## config.mk

```make
export PLATFORM = sky130hd
export DESIGN_NAME = mips_ctrl_seq
export DESIGN_NICKNAME = d
export VERILOG_FILES = /design/src/rtl/mips_ctrl_seq.sv
export SDC_FILE = /design/constraint.sdc
export NUM_CORES = 1
export LEC_CHECK = 0
export ABC_AREA = 1
export CAP_MARGIN = 20
export CORE_MARGIN = 2
export CORE_UTILIZATION = 41
export DETAILED_ROUTE_END_ITERATION = 16
export HOLD_SLACK_MARGIN = 0.1
export PLACE_DENSITY = 0.81
export RECOVER_POWER = 100
export SLEW_MARGIN = 15
export SYNTH_ARGS = -nofsm -noshare
export SYNTH_HDL_FRONTEND = slang
export SYNTH_SLANG_ARGS = --single-unit
```

## constraint.sdc

```tcl
create_clock -name clk -period 2.2 [get_ports clk]
set_input_delay 0.33 -clock clk [delete_from_list [all_inputs] [get_ports clk]]
set_output_delay 0.33 -clock clk [all_outputs]
set_load 0.01 [all_outputs]
```

## src/rtl/mips_ctrl_seq.sv

```systemverilog
// Multicycle MIPS control sequencer: FETCH/EXEC1/EXEC2/HALT with waitrequest stalls.
// Optional wait timeout fault enabled by defining CTRL_WAIT_TIMEOUT_EN.
module mips_ctrl_seq #(
    parameter int TIMEOUT_CYCLES = 16,
    parameter int CNT_W = $clog2(TIMEOUT_CYCLES + 1)
) (
    input  logic       clk,
    input  logic       reset,
    input  logic [5:0] opcode_i,
    input  logic [5:0] function_i,
    input  logic [4:0] regimm_i,
    input  logic       b_cond_met_i,
    input  logic [1:0] addr_lsb_i,
    input  logic       waitrequest_i,
    input  logic       halt_req_i,
    output logic [1:0] state_o,
    output logic       pc_write_en_o,
    output logic       ir_write_en_o,
    output logic       ram_write_en_o,
    output logic       ram_read_en_o,
    output logic       ram_addr_sel_o,
    output logic       src_b_sel_o,
    output logic       regfile_write_en_o,
    output logic [3:0] ram_byte_en_o,
    output logic [1:0] regfile_addr_3_sel_o,
    output logic       active_o,
    output logic       fault_o
);

    localparam logic [1:0] S_FETCH = 2'd0;
    localparam logic [1:0] S_EXEC1 = 2'd1;
    localparam logic [1:0] S_EXEC2 = 2'd2;
    localparam logic [1:0] S_HALT  = 2'd3;

    localparam logic [1:0] SEL_RT  = 2'd0;
    localparam logic [1:0] SEL_RD  = 2'd1;
    localparam logic [1:0] SEL_31  = 2'd2;

    logic [1:0] state, nxt;
    logic       fault, first, set_fault;
    logic       is_load, is_store, is_w, is_h, is_b;
    logic       is_imm, is_jal, is_link, is_jalr, rd_wr;
    logic       misalign, mem_req, timeout, reg_wr;
    logic [3:0] lanes;

    always_comb begin
        is_load  = 1'b0;
        is_store = 1'b0;
        is_w     = 1'b0;
        is_h     = 1'b0;
        is_b     = 1'b0;
        is_imm   = 1'b0;
        is_jal   = 1'b0;
        is_link  = 1'b0;
        is_jalr  = 1'b0;
        rd_wr    = 1'b0;
        case (opcode_i)
            6'b100011: begin is_load = 1'b1; is_w = 1'b1; end
            6'b100001,
            6'b100101: begin is_load = 1'b1; is_h = 1'b1; end
            6'b100000,
            6'b100100: begin is_load = 1'b1; is_b = 1'b1; end
            6'b101011: begin is_store = 1'b1; is_w = 1'b1; end
            6'b101001: begin is_store = 1'b1; is_h = 1'b1; end
            6'b101000: begin is_store = 1'b1; is_b = 1'b1; end
            6'b001000, 6'b001001, 6'b001010, 6'b001011,
            6'b001100, 6'b001101, 6'b001110, 6'b001111:
                is_imm = 1'b1;
            6'b000011: is_jal = 1'b1;
            6'b000001:
                is_link = (regimm_i == 5'b10000) ||
                          (regimm_i == 5'b10001);
            6'b000000: begin
                case (function_i)
                    6'h00, 6'h02, 6'h03, 6'h04, 6'h06, 6'h07,
                    6'h10, 6'h12,
                    6'h20, 6'h21, 6'h22, 6'h23,
                    6'h24, 6'h25, 6'h26, 6'h27,
                    6'h2a, 6'h2b:
                        rd_wr = 1'b1;
                    6'h09: is_jalr = 1'b1;
                    default: ;
                endcase
            end
            default: ;
        endcase
    end

    always_comb begin
        lanes = 4'b1111;
        if (is_h)
            lanes = 4'b0011 << addr_lsb_i;
        else if (is_b)
            lanes = 4'b0001 << addr_lsb_i;
    end

    assign misalign = (is_w && addr_lsb_i != 2'b00) ||
                      (is_h && addr_lsb_i[0]);

    assign reg_wr = is_load | is_imm | rd_wr |
                    ((is_jalr | is_jal | is_link) & b_cond_met_i);

    // RAM request per state, independent of the output logic below
    assign mem_req = (state == S_FETCH) ||
                     (state == S_EXEC1 && is_load && !misalign) ||
                     (state == S_EXEC2 && is_store && !misalign);

`ifdef CTRL_WAIT_TIMEOUT_EN
    localparam logic [CNT_W-1:0] CNT_LAST = CNT_W'(TIMEOUT_CYCLES - 1);

    logic [CNT_W-1:0] wait_cnt;

    assign timeout = waitrequest_i && mem_req && (wait_cnt == CNT_LAST);

    always_ff @(posedge clk) begin
        if (reset || nxt != state || !waitrequest_i)
            wait_cnt <= '0;
        else if (mem_req)
            wait_cnt <= wait_cnt + CNT_W'(1);
    end
`else
    logic unused_cfg;

    assign unused_cfg = ^CNT_W'(TIMEOUT_CYCLES);
    assign timeout    = 1'b0;
`endif

    always_comb begin
        nxt                  = state;
        set_fault            = 1'b0;
        pc_write_en_o        = 1'b0;
        ir_write_en_o        = 1'b0;
        ram_write_en_o       = 1'b0;
        ram_read_en_o        = 1'b0;
        ram_addr_sel_o       = 1'b0;
        src_b_sel_o          = 1'b0;
        regfile_write_en_o   = 1'b0;
        ram_byte_en_o        = 4'b0000;
        regfile_addr_3_sel_o = SEL_RT;
        case (state)
            S_FETCH: begin
                ram_read_en_o = 1'b1;
                ram_byte_en_o = 4'b1111;
                if (!waitrequest_i)
                    nxt = S_EXEC1;
            end
            S_EXEC1: begin
                ir_write_en_o = first;
                if (is_load && misalign) begin
                    set_fault = 1'b1;
                    nxt       = S_HALT;
                end else if (is_load) begin
                    ram_read_en_o  = 1'b1;
                    ram_addr_sel_o = 1'b1;
                    src_b_sel_o    = 1'b1;
                    ram_byte_en_o  = lanes;
                    if (!waitrequest_i)
                        nxt = S_EXEC2;
                end else begin
                    nxt = S_EXEC2;
                end
            end
            S_EXEC2: begin
                if (is_link || is_jal)
                    regfile_addr_3_sel_o = SEL_31;
                else if (rd_wr || is_jalr)
                    regfile_addr_3_sel_o = SEL_RD;
                src_b_sel_o = is_imm;
                if (is_store && misalign) begin
                    set_fault = 1'b1;
                    nxt       = S_HALT;
                end else begin
                    if (is_store) begin
                        ram_write_en_o = 1'b1;
                        ram_addr_sel_o = 1'b1;
                        src_b_sel_o    = 1'b1;
                        ram_byte_en_o  = lanes;
                    end
                    if (!is_store || !waitrequest_i) begin
                        pc_write_en_o      = 1'b1;
                        regfile_write_en_o = reg_wr;
                        nxt = halt_req_i ? S_HALT : S_FETCH;
                    end
                end
            end
            default: ;
        endcase
        if (timeout) begin
            pc_write_en_o      = 1'b0;
            regfile_write_en_o = 1'b0;
            set_fault          = 1'b1;
            nxt                = S_HALT;
        end
        // nothing leaves the block during the reset cycle
        if (reset) begin
            pc_write_en_o      = 1'b0;
            ir_write_en_o      = 1'b0;
            ram_write_en_o     = 1'b0;
            ram_read_en_o      = 1'b0;
            ram_addr_sel_o     = 1'b0;
            src_b_sel_o        = 1'b0;
            regfile_write_en_o = 1'b0;
            ram_byte_en_o      = 4'b0000;
        end
    end

    always_ff @(posedge clk) begin
        if (reset) begin
            state <= S_FETCH;
            fault <= 1'b0;
            first <= 1'b1;
        end else begin
            state <= nxt;
            fault <= fault | set_fault;
            first <= (nxt != state);
        end
    end

    assign state_o  = state;
    assign fault_o  = fault;
    assign active_o = (state != S_HALT);

endmodule

```

==> flow_summary.ini <==
[sta]
rsz0062_at_grt = false
hold_violations = 0
fmax_mhz = 468
min_period_over_period_pct = 97.2
finClkSkew_ns = 0.00155
relSlewSlack_pct = 79.0
timing.hold.ws_ns = 0.461
setup_ws_ns = 0.0626
finalSetupViolCount = 0
maxSlewViolCount = 0
period_minus_slack_ns = 2.14
worstMarginPinSlew_ns = 0.312

[critical_path]
r2r_cells = 12
endpoint = ram_byte_en_o[2]
worst_setup_path_end_kind = primary output
r2r_slack_ns = 0.59
crit_start = opcode_i[1]
r2r_start = state_o[0]$_SDFF_PP0_
start_kind = primary input
cp_max_fo = 3
crit_chain = dlygate4sd2_1 > buf_4 > nor2_2 > o211ai_1 > clkbuf_4 > buf_4 > o22ai_1 > o21a_1 > nor2_1 > buf_2
slowest_delay_ns = 0.26
path_class = primary input to primary output
crit_arrival_ns = 1.81
cpMaxStageDelayCell = dlygate4sd2_1
crit_top_cell = buf_4
critPathRequiredTime_ns = 1.87
rr_endpoint = first$_SDFF_PP1_

[detailed_routing]
antenna_left = 0
vias = 1301
drt-total-wl_um = 3100
drt_pass1_iterations = 4
avgRoutedWirePerCell_um = 12.1
vias_per_cell = 5.06
remaining_drc_errors = 0
first_iter_violations = 41

[die]
start_util_pct = 44.2
die_y_um = 50.2
row_count = 16
dieArea_mm2 = 0.00252
core-area_mm2 = 0.00198
die_w_um = 50.2
ios = 41

[synthesis]
ys_types = 27
synth-xor-area-share_pct = 0
synthTopCellsByArea = nand2_1 (15%), ha_1 (13%), inv_1 (11%)
muxShareOfSynthArea_pct = 0
synth_top_family_by_area = simple AND/OR/NAND/NOR gates
synth_compound_area_share_pct = 19.1
synth-warning-count = 0
syn_inst = 157
avgSynthCellArea_um2 = 5.58
synth_top_area_share_pct = 15.0
syn-num-nets = 190
netlist_area_um2 = 876
synth-simple-area-share_pct = 44.6
ys_ff_latch = 4
synthAdderAreaFrac_pct = 12.9
seq_area_frac_synth_pct = 9.14
netlist.top_cell.by_area = nand2_1

[clocking]
root_buffer = clkbuf_4
cts_tree = done
numCtsBuffers = 3
path_clk_slew_ns = 0.03
cts_max_level = 1
cts_buffer_depth = 2
clk_latency_ns = 0.23
cts_sinks = 4

[finish]
area_growth_pct = 77.4
drive_gt1_share_pct = 28.3
nets = 265
n_antenna_cell = 0
fin_util_pct = 78.4

[pwr]
powerDensity_mw_per_mm2 = 491
p_seq_share_pct = 14.6
power_leakage_nw = 0.828
p_total_mw = 0.762
power.switching_mw = 0.350
p_comb_share_pct = 74.0
pwr-share-clk_pct = 11.3
p_sw_share_pct = 46.0
power.internal_mw = 0.412
peakVddDrop_v = 0.000521

[job]
drv_cap = 0

[global_route]
grt_first_pass_wirelength_um = 5090
overflow = 0
grt_max_degree = 8
antenna_found_initial = 0
grt_pass1_vias = 1291
track_usage_pct = 25.2

[place]
hpwl_um = 2440
port_buffers = 39
preCtsSetupSlack_ns = -0.484
routabilityCongestion = 0.843

[min_path]
hp-class = flop to flop

[run_status]
status = completed
worst min path at each step:
| stage | start | endpoint | cells past startpoint |
|---|---|---|---|
| floorplan | reset | state_o[0]$_SDFF_PP0_ | 1 |
| global placement | fault_o$_SDFF_PP0_ | fault_o$_SDFF_PP0_ | 2 |
| detailed placement | fault_o$_SDFF_PP0_ | fault_o$_SDFF_PP0_ | 2 |
| CTS | fault_o$_SDFF_PP0_ | fault_o$_SDFF_PP0_ | 2 |
| global route | fault_o$_SDFF_PP0_ | fault_o$_SDFF_PP0_ | 2 |
| finish | fault_o$_SDFF_PP0_ | fault_o$_SDFF_PP0_ | 2 |
final cells by class:
class / count / area [um^2]
Tap cell: 27 / 33.8
Clock buffer: 3 / 22.5
Sequential cell: 4 / 80.1
Fill cell: 156 / 428
Inverter: 32 / 120
Timing Repair Buffer: 71 / 594
Multi-Input combinational cell: 120 / 703
layout by cell type (no fill, tap or decap), drive strengths merged, types with 3 or more instances in the layout:
cell / netlist / routed
clkdlybuf4s15: 0 / 3
dfxtp: 4 / 4
dlygate4sd3: 0 / 5
nand4: 3 / 3
ha: 9 / 9
nand3: 12 / 12
o21ai: 9 / 9
a21oi: 9 / 9
nand2: 43 / 43
clkbuf: 1 / 7
buf: 0 / 32
clkdlybuf4s50: 0 / 15
inv: 32 / 32
nor2: 22 / 22
dlygate4sd2: 0 / 10
state kept, by name, indices dropped and copies added (netlist names):
register,count
state_o,2
fault_o,1
first,1
synth_stat cells (all sizes together):
library cell / instances
nor3: 1
o21bai: 1
o2111ai: 1
o31ai: 1
ha: 9
o21a: 2
nor4: 1
nand4: 3
and2: 1
nor2: 22
inv: 32
o21ai: 9
nand3: 12
nand2: 43
o211ai: 2
clkbuf: 1
a21oi: 9
dfxtp: 4
a31oi: 1
o22ai: 2
per-layer routing:
metal,global-route usage (%),part of all wire [%]
met5,0,0
met4,12.0,2.3
met3,1.79,7.6
met2,49.3,51
met1,26.4,39
critical path: cells and delay by family:
family	cells	cell delay, ns
simple gates	2	0.16
compound gates	3	0.46
buf+inv	5	0.84
cell families (layout without fill, tap and decap cells):
| family | Yosys count | count (layout) |
|---|---|---|
| fa+ha+maj | 9 | 9 |
| compound gates | 28 | 28 |
| buf+inv | 33 | 106 |
| simple gates | 83 | 83 |
| flops | 4 | 4 |
power by group through the flow:
stage               Combinational (mW)  Sequential (mW)  Clock (mW)
floorplan                        0.293            0.125           0
global placement                 0.581            0.113           0
detailed placement               0.598            0.113           0
CTS                              0.578            0.112      0.0915
global route                     0.626            0.115      0.0950
finish                           0.564            0.111      0.0865
timing repair:
item,4_1_cts,5_1_grt
setup buffers,3,1
hold buffers,0,0
resized for setup,47,7
pin swaps,4,1
setup endpoints to repair,12,11
gates cloned,0,0
through the flow:
stage	cell area (um^2)	cells	setup TNS, ns
after global routing	1550	257	0
after CTS	1550	256	-0.00519
after floorplan	876	157	0
final	1550	257	0
after detailed placement	1510	250	-4.36
after global placement	1510	250	-3.43
Power figures use the tool's default switching activity.
